===== src/rtl/cpu6502_io_responder.sv =====
// Board I/O responder for the cpu6502 data bus.
// Decodes a 16-byte window at BASE and exposes switches, keys, LEDs, 7-segment
// digits and a prescaled interval timer. Key presses and timer ticks can raise
// the active-low level interrupt irq_n.
module cpu6502_io_responder #(
    parameter logic [15:0] BASE     = 16'hD000,
    parameter int          PRESCALE = 50
) (
    input  logic        clk,
    input  logic        reset_n,
    input  logic [15:0] addr,
    input  logic        re,
    input  logic        we,
    input  logic [7:0]  wdata,
    output logic [7:0]  rdata,
    output logic        irq_n,
    input  logic [17:0] sw,
    input  logic [3:0]  key,
    output logic [17:0] ledr,
    output logic [7:0]  ledg,
    output logic [6:0]  hex0,
    output logic [6:0]  hex1,
    output logic [6:0]  hex2,
    output logic [6:0]  hex3,
    output logic [6:0]  hex4,
    output logic [6:0]  hex5,
    output logic [6:0]  hex6,
    output logic [6:0]  hex7
);

    // Prescaler width; PRESCALE==1 still needs a one-bit counter that stays at 0.
    localparam int            PW       = (PRESCALE > 1) ? $clog2(PRESCALE) : 1;
    localparam logic [PW-1:0] PRE_LAST = PW'(PRESCALE - 1);

    logic [3:0]    hex_nib [8];
    logic [15:0]   reload;
    logic [15:0]   count;
    logic [PW-1:0] pre;
    logic [2:0]    ctrl;
    logic          tf;
    logic [3:0]    kf;
    logic [3:0]    key_s1;
    logic [3:0]    key_s2;
    logic [3:0]    key_d;

    logic          sel;
    logic [3:0]    off;
    logic          wr_en;
    logic          ten_rise;
    logic          pre_done;
    logic          tick;
    logic          tf_clr;
    logic [3:0]    kf_clr;
    logic [3:0]    press;
    logic [7:0]    rd_mux;

    assign off      = addr[3:0];
    assign sel      = (addr[15:4] == BASE[15:4]);
    assign wr_en    = we & sel;
    assign ten_rise = wr_en && (off == 4'hE) && wdata[0] && !ctrl[0];
    assign pre_done = ctrl[0] && (pre == PRE_LAST);
    assign tick     = pre_done && (count == 16'd0);
    assign press    = key_d & ~key_s2;
    assign tf_clr   = wr_en && (off == 4'hF) && wdata[0];

    // Key flags may be cleared per bit at KEYSTAT or all at once via IRQSTAT bit1.
    always_comb begin
        kf_clr = 4'h0;
        if (wr_en && (off == 4'h3))
            kf_clr = wdata[3:0];
        else if (wr_en && (off == 4'hF) && wdata[1])
            kf_clr = 4'hF;
    end

    // Read data selection for the addressed register.
    always_comb begin
        rd_mux = 8'h00;
        case (off)
            4'h0: rd_mux = sw[7:0];
            4'h1: rd_mux = sw[15:8];
            4'h2: rd_mux = {6'b0, sw[17:16]};
            4'h3: rd_mux = {4'b0, kf};
            4'h4: rd_mux = ledg;
            4'h5: rd_mux = ledr[7:0];
            4'h6: rd_mux = ledr[15:8];
            4'h7: rd_mux = {6'b0, ledr[17:16]};
            4'h8, 4'h9, 4'hA, 4'hB:
                rd_mux = {hex_nib[{off[1:0], 1'b1}], hex_nib[{off[1:0], 1'b0}]};
            4'hC: rd_mux = reload[7:0];
            4'hD: rd_mux = reload[15:8];
            4'hE: rd_mux = {5'b0, ctrl};
            4'hF: rd_mux = {6'b0, |kf, tf};
            default: rd_mux = 8'h00;
        endcase
    end

    // Two-flop synchronizer plus one history stage for press edge detection.
    always_ff @(posedge clk) begin
        if (!reset_n) begin
            key_s1 <= 4'hF;
            key_s2 <= 4'hF;
            key_d  <= 4'hF;
        end else begin
            key_s1 <= key;
            key_s2 <= key_s1;
            key_d  <= key_s2;
        end
    end

    // CPU-writable output and configuration registers.
    always_ff @(posedge clk) begin
        if (!reset_n) begin
            ledr   <= '0;
            ledg   <= '0;
            reload <= 16'hFFFF;
            ctrl   <= '0;
            for (int i = 0; i < 8; i++) hex_nib[i] <= '0;
        end else if (wr_en) begin
            case (off)
                4'h4: ledg         <= wdata;
                4'h5: ledr[7:0]    <= wdata;
                4'h6: ledr[15:8]   <= wdata;
                4'h7: ledr[17:16]  <= wdata[1:0];
                4'h8, 4'h9, 4'hA, 4'hB: begin
                    hex_nib[{off[1:0], 1'b0}] <= wdata[3:0];
                    hex_nib[{off[1:0], 1'b1}] <= wdata[7:4];
                end
                4'hC: reload[7:0]  <= wdata;
                4'hD: reload[15:8] <= wdata;
                4'hE: ctrl         <= wdata[2:0];
                default: ;
            endcase
        end
    end

    // Interval timer: enabling loads a fresh period, otherwise it runs while TEN is set.
    always_ff @(posedge clk) begin
        if (!reset_n) begin
            pre   <= '0;
            count <= 16'hFFFF;
        end else if (ten_rise) begin
            pre   <= '0;
            count <= reload;
        end else if (ctrl[0]) begin
            if (pre_done) begin
                pre   <= '0;
                count <= (count == 16'd0) ? reload : count - 16'd1;
            end else begin
                pre <= pre + PW'(1);
            end
        end
    end

    // Event flags; a set in the same cycle as a clear keeps the flag high.
    always_ff @(posedge clk) begin
        if (!reset_n) begin
            tf <= 1'b0;
            kf <= 4'h0;
        end else begin
            tf <= (tf & ~tf_clr) | tick;
            kf <= (kf & ~kf_clr) | press;
        end
    end

    // Registered read data and interrupt line.
    always_ff @(posedge clk) begin
        if (!reset_n) begin
            rdata <= 8'h00;
            irq_n <= 1'b1;
        end else begin
            if (re) rdata <= sel ? rd_mux : 8'h00;
            irq_n <= ~((tf & ctrl[1]) | ((|kf) & ctrl[2]));
        end
    end

    function automatic logic [6:0] seg7(input logic [3:0] n);
        case (n)
            4'h0: seg7 = 7'b1000000;
            4'h1: seg7 = 7'b1111001;
            4'h2: seg7 = 7'b0100100;
            4'h3: seg7 = 7'b0110000;
            4'h4: seg7 = 7'b0011001;
            4'h5: seg7 = 7'b0010010;
            4'h6: seg7 = 7'b0000010;
            4'h7: seg7 = 7'b1111000;
            4'h8: seg7 = 7'b0000000;
            4'h9: seg7 = 7'b0010000;
            4'hA: seg7 = 7'b0001000;
            4'hB: seg7 = 7'b0000011;
            4'hC: seg7 = 7'b1000110;
            4'hD: seg7 = 7'b0100001;
            4'hE: seg7 = 7'b0000110;
            default: seg7 = 7'b0001110;
        endcase
    endfunction

    assign hex0 = seg7(hex_nib[0]);
    assign hex1 = seg7(hex_nib[1]);
    assign hex2 = seg7(hex_nib[2]);
    assign hex3 = seg7(hex_nib[3]);
    assign hex4 = seg7(hex_nib[4]);
    assign hex5 = seg7(hex_nib[5]);
    assign hex6 = seg7(hex_nib[6]);
    assign hex7 = seg7(hex_nib[7]);

endmodule

===== config.mk =====
export PLATFORM = sky130hd
export DESIGN_NAME = cpu6502_io_responder
export DESIGN_NICKNAME = d
export VERILOG_FILES = /design/src/rtl/cpu6502_io_responder.sv
export SDC_FILE = /design/constraint.sdc
export NUM_CORES = 1
export LEC_CHECK = 0
export ABC_AREA = 1
export BUFFER_PORTS_ARGS = -buffer_cell sky130_fd_sc_hd__buf_4
export CORE_MARGIN = 10
export CORE_UTILIZATION = 50
export CTS_BUF_LIST = sky130_fd_sc_hd__clkbuf_2 sky130_fd_sc_hd__clkbuf_4 sky130_fd_sc_hd__clkbuf_8
export DETAILED_ROUTE_END_ITERATION = 16
export PLACE_DENSITY_LB_ADDON = 0.05
export SYNTH_ARGS = -nofsm -noshare
export SYNTH_HDL_FRONTEND = slang
export SYNTH_SLANG_ARGS = --single-unit

===== constraint.sdc =====
create_clock -name clk -period 3.27 [get_ports clk]
set_input_delay 0.1635 -clock clk [delete_from_list [all_inputs] [get_ports clk]]
set_output_delay 0.1635 -clock clk [all_outputs]
set_load 0.05 [all_outputs]

==> summary.txt, run 1 <==
Status
  – Status: finished, final reports clean

Clocking
  – Max Root-Sink Buffers: 2
  – CTS tree: yes
  – CTS H-tree depth: 4
  – Post_cts resized: 0
  – Clock sinks: ~130
  – Root Buffer: clkbuf_8
  – Cts bufs inserted: 17
  – Clk pin slew, worst setup/hold paths: around 0.070 ns
  – Worst-Skew Late Latency: 0.45 ns

Floorplanning
  – Die Ht: around 150 um
  – Io pins: roughly 140
  – Row cnt: 46
  – Starting Density: 0.512
  – Area of the core: 15,900 um^2
  – Die area: between 20,000 and 25,000 um^2
  – Die width: ~150 um

Timing
  – Min Clock Period, post-route: 2.31 ns
  – Worst-Margin Slew: roughly 0.9 ns
  – Post-Route Skew: ~0.011 ns
  – Final setup vio count: 0
  – Part of the cycle the worst path needs: 0.705
  – Fin. max-slew vios: 0
  – Final Hold Violating Endpoints: 0
  – Setup TNS after final layout: 0 ns
  – Normalized max-slew margin: 0.404
  – Hold Slack: 0.111 ns
  – Fmax: around 430 MHz
  – RSZ-0062 raised after global routing: false

Placement
  – Placed insts: about 1,500
  – Routability cong.: between 0.9 and 1
  – Port bufs: 140
  – Post-DP HPWL: roughly 19,000 um

Critical path
  – Critical path type: flip-flop to output pin
  – Data arrival, critical path: 2.14 ns
  – CP Max Fanout: 7
  – CP required: slightly above 3 ns
  – Reg2reg setup slack: roughly 1.2 ns
  – Setup crit end kind: output pin
  – Startpoint types: flip-flop

Route
  – Post-DRT Antenna Nets: 0
  – DRC viols: 0
  – WL met2: around 11,000 um
  – Vias per cell: about 5.3
  – DR WL met3: ~1800 um
  – Initial DRT Pass Iterations: 5
  – WL/cell: ~16 um
  – Wire length on met1: ~12,000 um
  – DRT Wirelength: ~25,000 um
  – Vias: 8,253
  – Initial DRC count: roughly 650
  – Top layer in use: met4

Job
  – Maxcap violations: 0

Cells and area
  – Filler Cells Inserted: ~1,500
  – Fin cells: approximately 1,600
  – Multi-input logic area: 4560 um^2
  – Register area: 2820 um^2
  – Share of layout cells above drive strength 1: 0.158
  – Syn-to-layout area delta: 20.0%
  – Layout Nets: 1,435

GRT
  – Antenna violations before repair: 1
  – Total GRT Usage: 0.224
  – Vias in the first global route: approximately 7,600
  – Global-route wire length before repair: ~40,000 um
  – Pin count of the biggest net entering global routing: just under 70
  – Grt total ovfl: 0

Pwr
  – Pwr Total: 0.00370 W
  – Maximum VDD drop: about 0.23 mV
  – Leakage power: between 4 and 5 nW
  – Pwr per Cell Area: between 300 and 400 nW/um^2

Synthesis
  – Synth warnings: 0
  – Flops & latches, synth: about 130
  – Synth unique cells: 47
  – Synthesized instance count: 1,206
  – Post-Syn Area: ~8100 um^2
  – Sequential element share of the synthesized area: 0.347
  – Async set-reset flop share out of synthesis: 0
  – Dominant register cell in the synthesized netlist: dfxtp_1
  – Post-synth EDFFs: 32
  – Syn Area/Cell: 6.74 um^2
  – Post-Syn Nets: approximately 1,300

Min path
  – Hold WC Path Type: input pin to flip-flop
## routing by layer
layer | vias up | global-route usage
met3 | 30 | 0.0440
li1 | 4204 | -
met4 | 0 | 0.0614
met5 | - | 0
met1 | 3742 | 0.306
met2 | 277 | 0.354
## stage by stage
step | worst slack [ns] | util | cell area, um^2
global route | 0.756 | 0.614 | 9760
detailed placement | 1.08 | 0.582 | 9250
floorplan | 0.418 | - | 8130
CTS | 0.945 | 0.614 | 9760
global placement | 1.14 | 0.582 | 9250
finish | 0.964 | 0.614 | 9760
## timing repair
item | in CTS | in global routing
hold endpoints to repair | 12 | 0
hold buffers | 12 | 0
buffers inserted | 0 | 0
## cell usage in the layout (no fill, tap or decap), types with 24 or more instances in the layout
cell      count
edfxtp_1     32
ha_1         52
o21ai_0      99
a21oi_1      84
buf_4       145
nand2_1     341
nor2_1      131
nand4_1      24
nand3_1      73
inv_1       121
dfxtp_1      93
## worst max-delay path, cell delays in order (launching register included)
cell and delay, ns:
edfxtp_1 0.47, inv_1 0.30, ha_1 0.31, o311ai_0 0.34, buf_4 0.27
## registers in the layout, indices dropped and copies added, names as in the netlist
signal   count
key_d        4
kf           4
ledr        18
key_s2       4
tf           1
irq_n        1
ctrl         3
hex_nib     32
rdata        8
ledg         8
pre          6
key_s1       4
reload      16
count       16
## synth_stat cells (7+ instances only)
cell      instances  area (um^2)
inv_1           121          454
inv_2             7         26.3
nor2_1          131          492
nand3_1          73          365
o31ai_1           9         67.6
dfxtp_1          93         1860
nand4_1          24          150
o21ai_0          99          495
buf_2            14         70.1
nand2_2           7         43.8
nand2_1         341         1280
or2_2             8         50.1
a21oi_1          84          420
ha_1             52          651
clkinv_1          9         33.8
edfxtp_1         32          961
clkbuf_1         26         97.6
o211ai_1         12         90.1
## cells by family (layout without fill, tap and decap cells)
logic type,Yosys count,in the layout,share of synthesized area
flops,125,125,0.347
xor+xnor,6,6,0.00646
fa+ha+maj,52,52,0.0800
other cells,0,1,0
simple gates,607,607,0.318
buf+inv,186,325,0.0924
compound gates,230,230,0.156
## cell type report
cell class / count / area share
clock buffer: 20 / 0.0269
sequential: 125 / 0.289
antenna: 1 / 0.000256
timing repair buffer: 157 / 0.124
clock inverter: 11 / 0.0124
inverter: 137 / 0.0527
multi-input combinational: 895 / 0.467
tap: 216 / 0.0277
## worst paths after layout
| check | startpoint | end | cells past startpoint |
|---|---|---|---|
| setup / recovery | hex_nib[1][0] | hex2[3] | 4 |
| setup reg to reg | pre[1] | count[1] | 7 |
| hold / removal | wdata[0] | ctrl[0] | 3 |
| hold reg to reg | key_s1[3] | key_s2[3] | 1 |
## report_power, final
part | switching, W | total, W | internal (W)
Clock | 0.000634 | 0.00134 | 0.000705
Sequential | 0.0000464 | 0.00166 | 0.00161
Combinational | 0.000483 | 0.000697 | 0.000214
Total | 0.00116 | 0.00370 | 0.00253
Note: power is estimated with default switching activity, not from simulation.
==> run 2, diff against run 1 <==
Clock period 3.27 ns to 2 ns, I/O delays scaled along.
==> summary.txt, run 2 (synthesis gave the netlist of run 1 again) <==
Critical path
  – Worst r2r path cells: 9 (+2)
  – CP required: 1.90 ns (-1.21 ns)
  – Setup crit end kind: output pin
  – Reg2reg setup slack: 0.22 ns (-0.99 ns)
  – Reg2reg end: count[14]
  – Critical path type: flip-flop to output pin
  – Data arrival, critical path: 1.90 ns (-0.24 ns)
  – Startpoint types: flip-flop
  – CP Max Fanout: 4 (-3)
  – FF-to-FF Start: pre[1]

Timing
  – Part of the cycle the worst path needs: 1.00
  – Fin. max-slew vios: 0 (unchanged)
  – Post-Route Skew: 0.0150 ns (+0.00381 ns)
  – Worst-Margin Slew: 0.580 ns (-0.311 ns)
  – Final Hold Violating Endpoints: 0 (unchanged)
  – Worst setup margin: -0.00441 ns (-0.968 ns)
  – Min Clock Period, post-route: ~2 ns
  – Fmax: between 400 and 500 MHz
  – Final setup vio count: 2 (+2)
  – RSZ-0062 raised after global routing: true
  – Setup TNS after final layout: -0.00663 ns (-0.00663 ns)
  – Normalized max-slew margin: 0.613 (+0.209)

Clocking
  – Clk pin slew, worst setup/hold paths: 0.08 ns (about the same)
  – Clock sinks: 125 (unchanged)
  – Max Root-Sink Buffers: 2 (unchanged)
  – Cts bufs inserted: 17 (unchanged)
  – CTS H-tree depth: 4 (unchanged)
  – CTS tree: yes
  – Worst-Skew Late Latency: 0.45 ns (about the same)
  – Root Buffer: clkbuf_8

Cells and area
  – Most common library cell in the layout ignoring fill and taps: nand2_1
  – Max reg flops: 32 (unchanged)
  – Layout Nets: 1,491 (+3.9%)
  – Fin util: 0.654 (+0.0398)
  – Commonest cells after routing, fill and taps aside: 341 x nand2_1, 194 x buf_4, 128 x nor2_1
  – Largest registers: hex_nib: 32 flops, ledr: 18 flops
  – Syn-to-layout area delta: 27.8%
  – Filler Cells Inserted: 1,446 (-5.7%)
  – Biggest register: hex_nib
  – Ant diodes: 0 (-1)
  – Share of layout cells above drive strength 1: 0.224 (+0.0656)

Min path
  – Hold WC Path Type: input pin to flip-flop
  – Worst hold stages: 5 (+2)
  – Hold Path Origin: sw[5]
  – WHS Endpoint: rdata[5]

Job
  – Maxcap violations: 0 (unchanged)

GRT
  – Pin count of the biggest net entering global routing: 70 (+2.9%)
  – Antenna violations before repair: 0 (-1)
  – Grt total ovfl: 0 (unchanged)
  – Vias in the first global route: 7,837 (+3.4%)
  – Total GRT Usage: 0.225 (+0.000570)
  – Global-route wire length before repair: 40,000 um (+0.33%)

Pwr
  – Clock power share: 0.380 (+0.018)
  – Net Switching: 0.00200 W (+71%)
  – Sequential share of power: 0.419 (-0.030)
  – Pwr Total: 0.00644 W (+74%)
  – Net Sw Frac: 0.310 (-0.00514)
  – Comb pwr share: 0.201 (+0.012)
  – Leakage power: 5.09 nW (+6.5%)
  – Maximum VDD drop: 0.636 mV (+180%)
  – Int Power: 0.00444 W (+76%)
  – Pwr per Cell Area: 620 nW/um^2 (+64%)

Route
  – WL/cell: 16.1 um (+0.87%)
  – Initial DRT Pass Iterations: 5 (unchanged)
  – Vias: 8,637 (+4.7%)
  – Vias per cell: 5.34 (+1.0%)
  – Initial DRC count: 697 (+6.9%)
  – DRT Wirelength: 26,100 um (+4.5%)
  – Post-DRT Antenna Nets: 0 (unchanged)
  – DRC viols: 0 (unchanged)

Status
  – Failing checks: negative setup slack
  – Status: finished, violations left

Placement
  – Post-DP HPWL: 19,200 um (+1.7%)
  – Routability cong.: 0.958 (+5.4%)
  – Port bufs: 140 (unchanged)
  – Pre-CTS setup slack: 0.216 ns (-0.865 ns)

Floorplanning
  – Die width: 148 um (unchanged)
  – Io pins: 141 (unchanged)
  – Row cnt: 46 (unchanged)
  – Starting Density: 0.512 (unchanged)
  – Area of the core: 15,900 um^2 (unchanged)
  – Die area: 21,800 um^2 (unchanged)
  – Die Ht: 148 um (unchanged)
-- run 2: layout make-up --
class / count / area [um^2] / share of cell area
clock inverter: 14 / 195 / 0.0188
clock buffer: 18 / 241 / 0.0232
tap: 216 / 270 / 0.0260
sequential: 125 / 2820 / 0.272
timing repair buffer: 213 / 1670 / 0.160
multi-input combinational: 895 / 4680 / 0.450
inverter: 137 / 519 / 0.0500
-- run 2: worst max-delay path by stage --
| stage | startpoint | endpoint | slack [ns] | cells after the start |
|---|---|---|---|---|
| global placement | addr[11] | count[10] | 0.25 | 10 |
| global route | hex_nib[1][1] | hex2[0] | -0.05 | 7 |
| CTS | hex_nib[1][4] | hex3[3] | 0.0007 | 6 |
| finish | hex_nib[1][1] | hex2[0] | -0.004 | 7 |
| detailed placement | addr[11] | count[14] | 0.22 | 10 |
| floorplan | hex_nib[3][0] | hex6[3] | -0.19 | 3 |
-- run 2: critical path: stages, from the launching register on --
cell and delay [ns]:
edfxtp_1 0.53, inv_2 0.16, ha_4 0.15, inv_4 0.04, nor2_4 0.10, nand2_1 0.08, a21boi_1 0.18, buf_4 0.22
-- run 2: timing repair --
item / in CTS / in global routing
pin swaps: 1 / 4
gates resized for setup: 14 / 38
setup buffers: 5 / 38
hold buffers: 11 / 0
hold endpoints to repair: 11 / 0
setup endpoints to repair: 13 / 26
-- run 2: power groups by stage --
stage	clock [W]	sequential, W	combinational (W)
2_1_floorplan	0	0.00272	0.000787
3_3_place_gp	0	0.00276	0.00115
3_5_place_dp	0	0.00276	0.00115
4_1_cts	0.00246	0.00270	0.00119
5_1_grt	0.00257	0.00270	0.00138
6_report	0.00245	0.00270	0.00129
-- run 2: per-layer routing --
layer | global-route usage | vias up | routed length, um
li1 | - | 4314 | -
met1 | 0.299 | 3940 | 11600
met5 | 0 | - | 0
met4 | 0.0649 | 0 | 543
met2 | 0.357 | 342 | 11800
met3 | 0.0513 | 41 | 2180
-- run 2: per-stage QoR --
step                      instances  hold WS (ns)  area [um^2]
after floorplan                1206         0.207         8170
final                          1618        0.0486        10400
after global routing           1618        0.0714        10400
after detailed placement       1532         0.289         9410
after global placement         1532         0.289         9410
after CTS                      1580        0.0415        10000
==> run 3, diff against run 2 <==
Settings changed: SLEW_MARGIN from default to 10.
Clock period 2 ns to 1.65 ns, I/O delays scaled along.
==> summary.txt, run 3 (synthesis gave the netlist of run 1 again) <==
Status
  – Status: finished, violations left
  – Failing checks: negative hold slack, negative setup slack

Critical path
  – CP required: 1.57 ns (-0.33 ns)
  – Critical path type: flip-flop to output pin
  – Data arrival, critical path: 2.10 ns (+0.20 ns)
  – Startpoint types: flip-flop
  – Setup crit end kind: output pin
  – CP Max Fanout: 3 (-1)

Timing
  – Final setup vio count: 78 (+76)
  – Min Clock Period, post-route: 2.18 ns
  – Normalized max-slew margin: 0.609 (-0.00347)
  – Worst setup margin: -0.528 ns (-0.523 ns)
  – Final Hold Violating Endpoints: 1 (+1)
  – Hold Slack: -0.00537 ns (-0.0540 ns)
  – Fin. max-slew vios: 0 (unchanged)
  – Part of the cycle the worst path needs: 1.32
  – RSZ-0062 raised after global routing: true
  – Setup TNS after final layout: -18.21 ns (-18.20 ns)
  – Post-Route Skew: 0.0245 ns (+0.00950 ns)
  – Worst-Margin Slew: 0.585 ns (+0.00520 ns)
  – Fmax: about 460 MHz

Clocking
  – Cts bufs inserted: 17 (unchanged)
  – Root Buffer: clkbuf_8
  – Worst-Skew Late Latency: 0.48 ns (+0.03 ns)
  – CTS tree: yes
  – Clk pin slew, worst setup/hold paths: 0.10 ns (+0.02 ns)
  – CTS H-tree depth: 4 (unchanged)
  – Clock sinks: 125 (unchanged)
  – Max Root-Sink Buffers: 2 (unchanged)

Floorplanning
  – Row cnt: 46 (unchanged)
  – Die width: 148 um (unchanged)
  – Area of the core: 15,900 um^2 (unchanged)
  – Io pins: 141 (unchanged)
  – Starting Density: 0.512 (unchanged)
  – Die Ht: 148 um (unchanged)
  – Die area: 21,800 um^2 (unchanged)

Pwr
  – Int Power: 0.00576 W (+30%)
  – Comb pwr share: 0.285 (+0.084)
  – Leakage power: 6.00 nW (+18%)
  – Sequential share of power: 0.373 (-0.046)
  – Net Switching: 0.00301 W (+51%)
  – Clock power share: 0.342 (-0.038)
  – Maximum VDD drop: 0.635 mV (-0.27%)
  – Net Sw Frac: 0.343 (+0.0331)
  – Pwr per Cell Area: 668 nW/um^2 (+7.7%)

Cells and area
  – Biggest register: hex_nib
  – Filler Cells Inserted: 916 (-37%)
  – Layout Nets: 1,597 (+7.1%)
  – Most common library cell in the layout ignoring fill and taps: nand2_1
  – Commonest cells after routing, fill and taps aside: 289 x nand2_1, 197 x buf_4, 114 x nor2_1
  – Fin cells: 1,724 (+6.6%)
  – Syn-to-layout area delta: 61.6%
  – Largest registers: hex_nib: 32 flops, ledr: 18 flops
  – Max reg flops: 32 (unchanged)
  – Ant diodes: 0 (unchanged)
  – Share of layout cells above drive strength 1: 0.417 (+0.193)

Placement
  – Routability cong.: 0.958 (about the same)
  – Port bufs: 140 (unchanged)
  – Post-DP HPWL: 19,600 um (+2.4%)
  – Placed insts: 1,575 (+2.8%)
  – Pre-CTS setup slack: 0.00180 ns (-0.214 ns)

GRT
  – Pin count of the biggest net entering global routing: 70 (unchanged)
  – Total GRT Usage: 0.276 (+0.0515)
  – Grt total ovfl: 0 (unchanged)
  – Antenna violations before repair: 0 (unchanged)
  – Global-route wire length before repair: 49,200 um (+23%)
  – Vias in the first global route: 9,104 (+16%)

Route
  – DRC viols: 0 (unchanged)
  – Initial DRC count: 1,335 (+92%)
  – DRT Wirelength: 39,300 um (+51%)
  – Post-DRT Antenna Nets: 0 (unchanged)
  – Vias: 10,387 (+20%)
  – WL/cell: 22.8 um (+41%)
  – Initial DRT Pass Iterations: 7 (+2)
  – Vias per cell: 6.02 (+13%)

Min path
  – Hold WC Path Type: input pin to flip-flop

Job
  – Maxcap violations: 0 (unchanged)
run 3: what timing repair did:
action	4_1_cts	5_1_grt
pin swaps	98	78
gates resized for setup	298	173
hold buffers	11	0
hold endpoints to repair	11	0
setup buffers	66	42
setup endpoints to repair	56	74
cloned	0	2
run 3: layer usage:
metal | vias up | wire length [um] | track usage
li1 | 4520 | - | -
met1 | 4790 | 14700 | 0.347
met2 | 859 | 17800 | 0.454
met3 | 218 | 4470 | 0.0574
met4 | 0 | 2370 | 0.110
met5 | - | 0 | 0
run 3: power by group through the flow:
stage | Sequential, W | Combinational [W] | Clock, W
global placement | 0.00332 | 0.00149 | 0
CTS | 0.00325 | 0.00200 | 0.00294
finish | 0.00327 | 0.00250 | 0.00300
detailed placement | 0.00332 | 0.00150 | 0
floorplan | 0.00330 | 0.000987 | 0
global route | 0.00327 | 0.00255 | 0.00311
run 3: per-stage QoR:
| stage | cell area (um^2) | util | total power, W | hold WS [ns] |
|---|---|---|---|---|
| finish | 13100 | 0.827 | 0.00877 | -0.00537 |
| global route | 13100 | 0.827 | 0.00894 | 0.0307 |
| CTS | 12100 | 0.762 | 0.00818 | 0.00635 |
| detailed placement | 9850 | 0.620 | 0.00482 | 0.274 |
| global placement | 9850 | 0.620 | 0.00481 | 0.271 |
| floorplan | 8260 | - | 0.00428 | 0.189 |
run 3: final timing paths:
path / start / endpoint / slack (ns) / depth (start not counted)
worst max-delay path: hex_nib[3][5] / hex7[3] / -0.53 / 8
worst min-delay path: sw[7] / rdata[7] / -0.005 / 5
worst min register to register: key_s1[2] / key_s2[2] / 0.42 / 1
worst max register to register: pre[1] / count[11] / -0.24 / 10
run 3: final cells by class:
type                       instances  area (um^2)  share of cell area
multi-input combinational        895         6060               0.461
timing repair buffer             319         2970               0.226
sequential                       125         2830               0.215
inverter                         137          581              0.0442
tap                              216          270              0.0206
clock buffer                      20          269              0.0205
clock inverter                    12          159              0.0121
run 3: critical path: stages (launching register included):
cell and delay [ns]:
edfxtp_1 0.55, buf_6 0.20, buf_6 0.12, ha_4 0.16, nand2_4 0.07, nand2_2 0.07
nand2_2 0.12, o311ai_4 0.14, buf_6 0.18
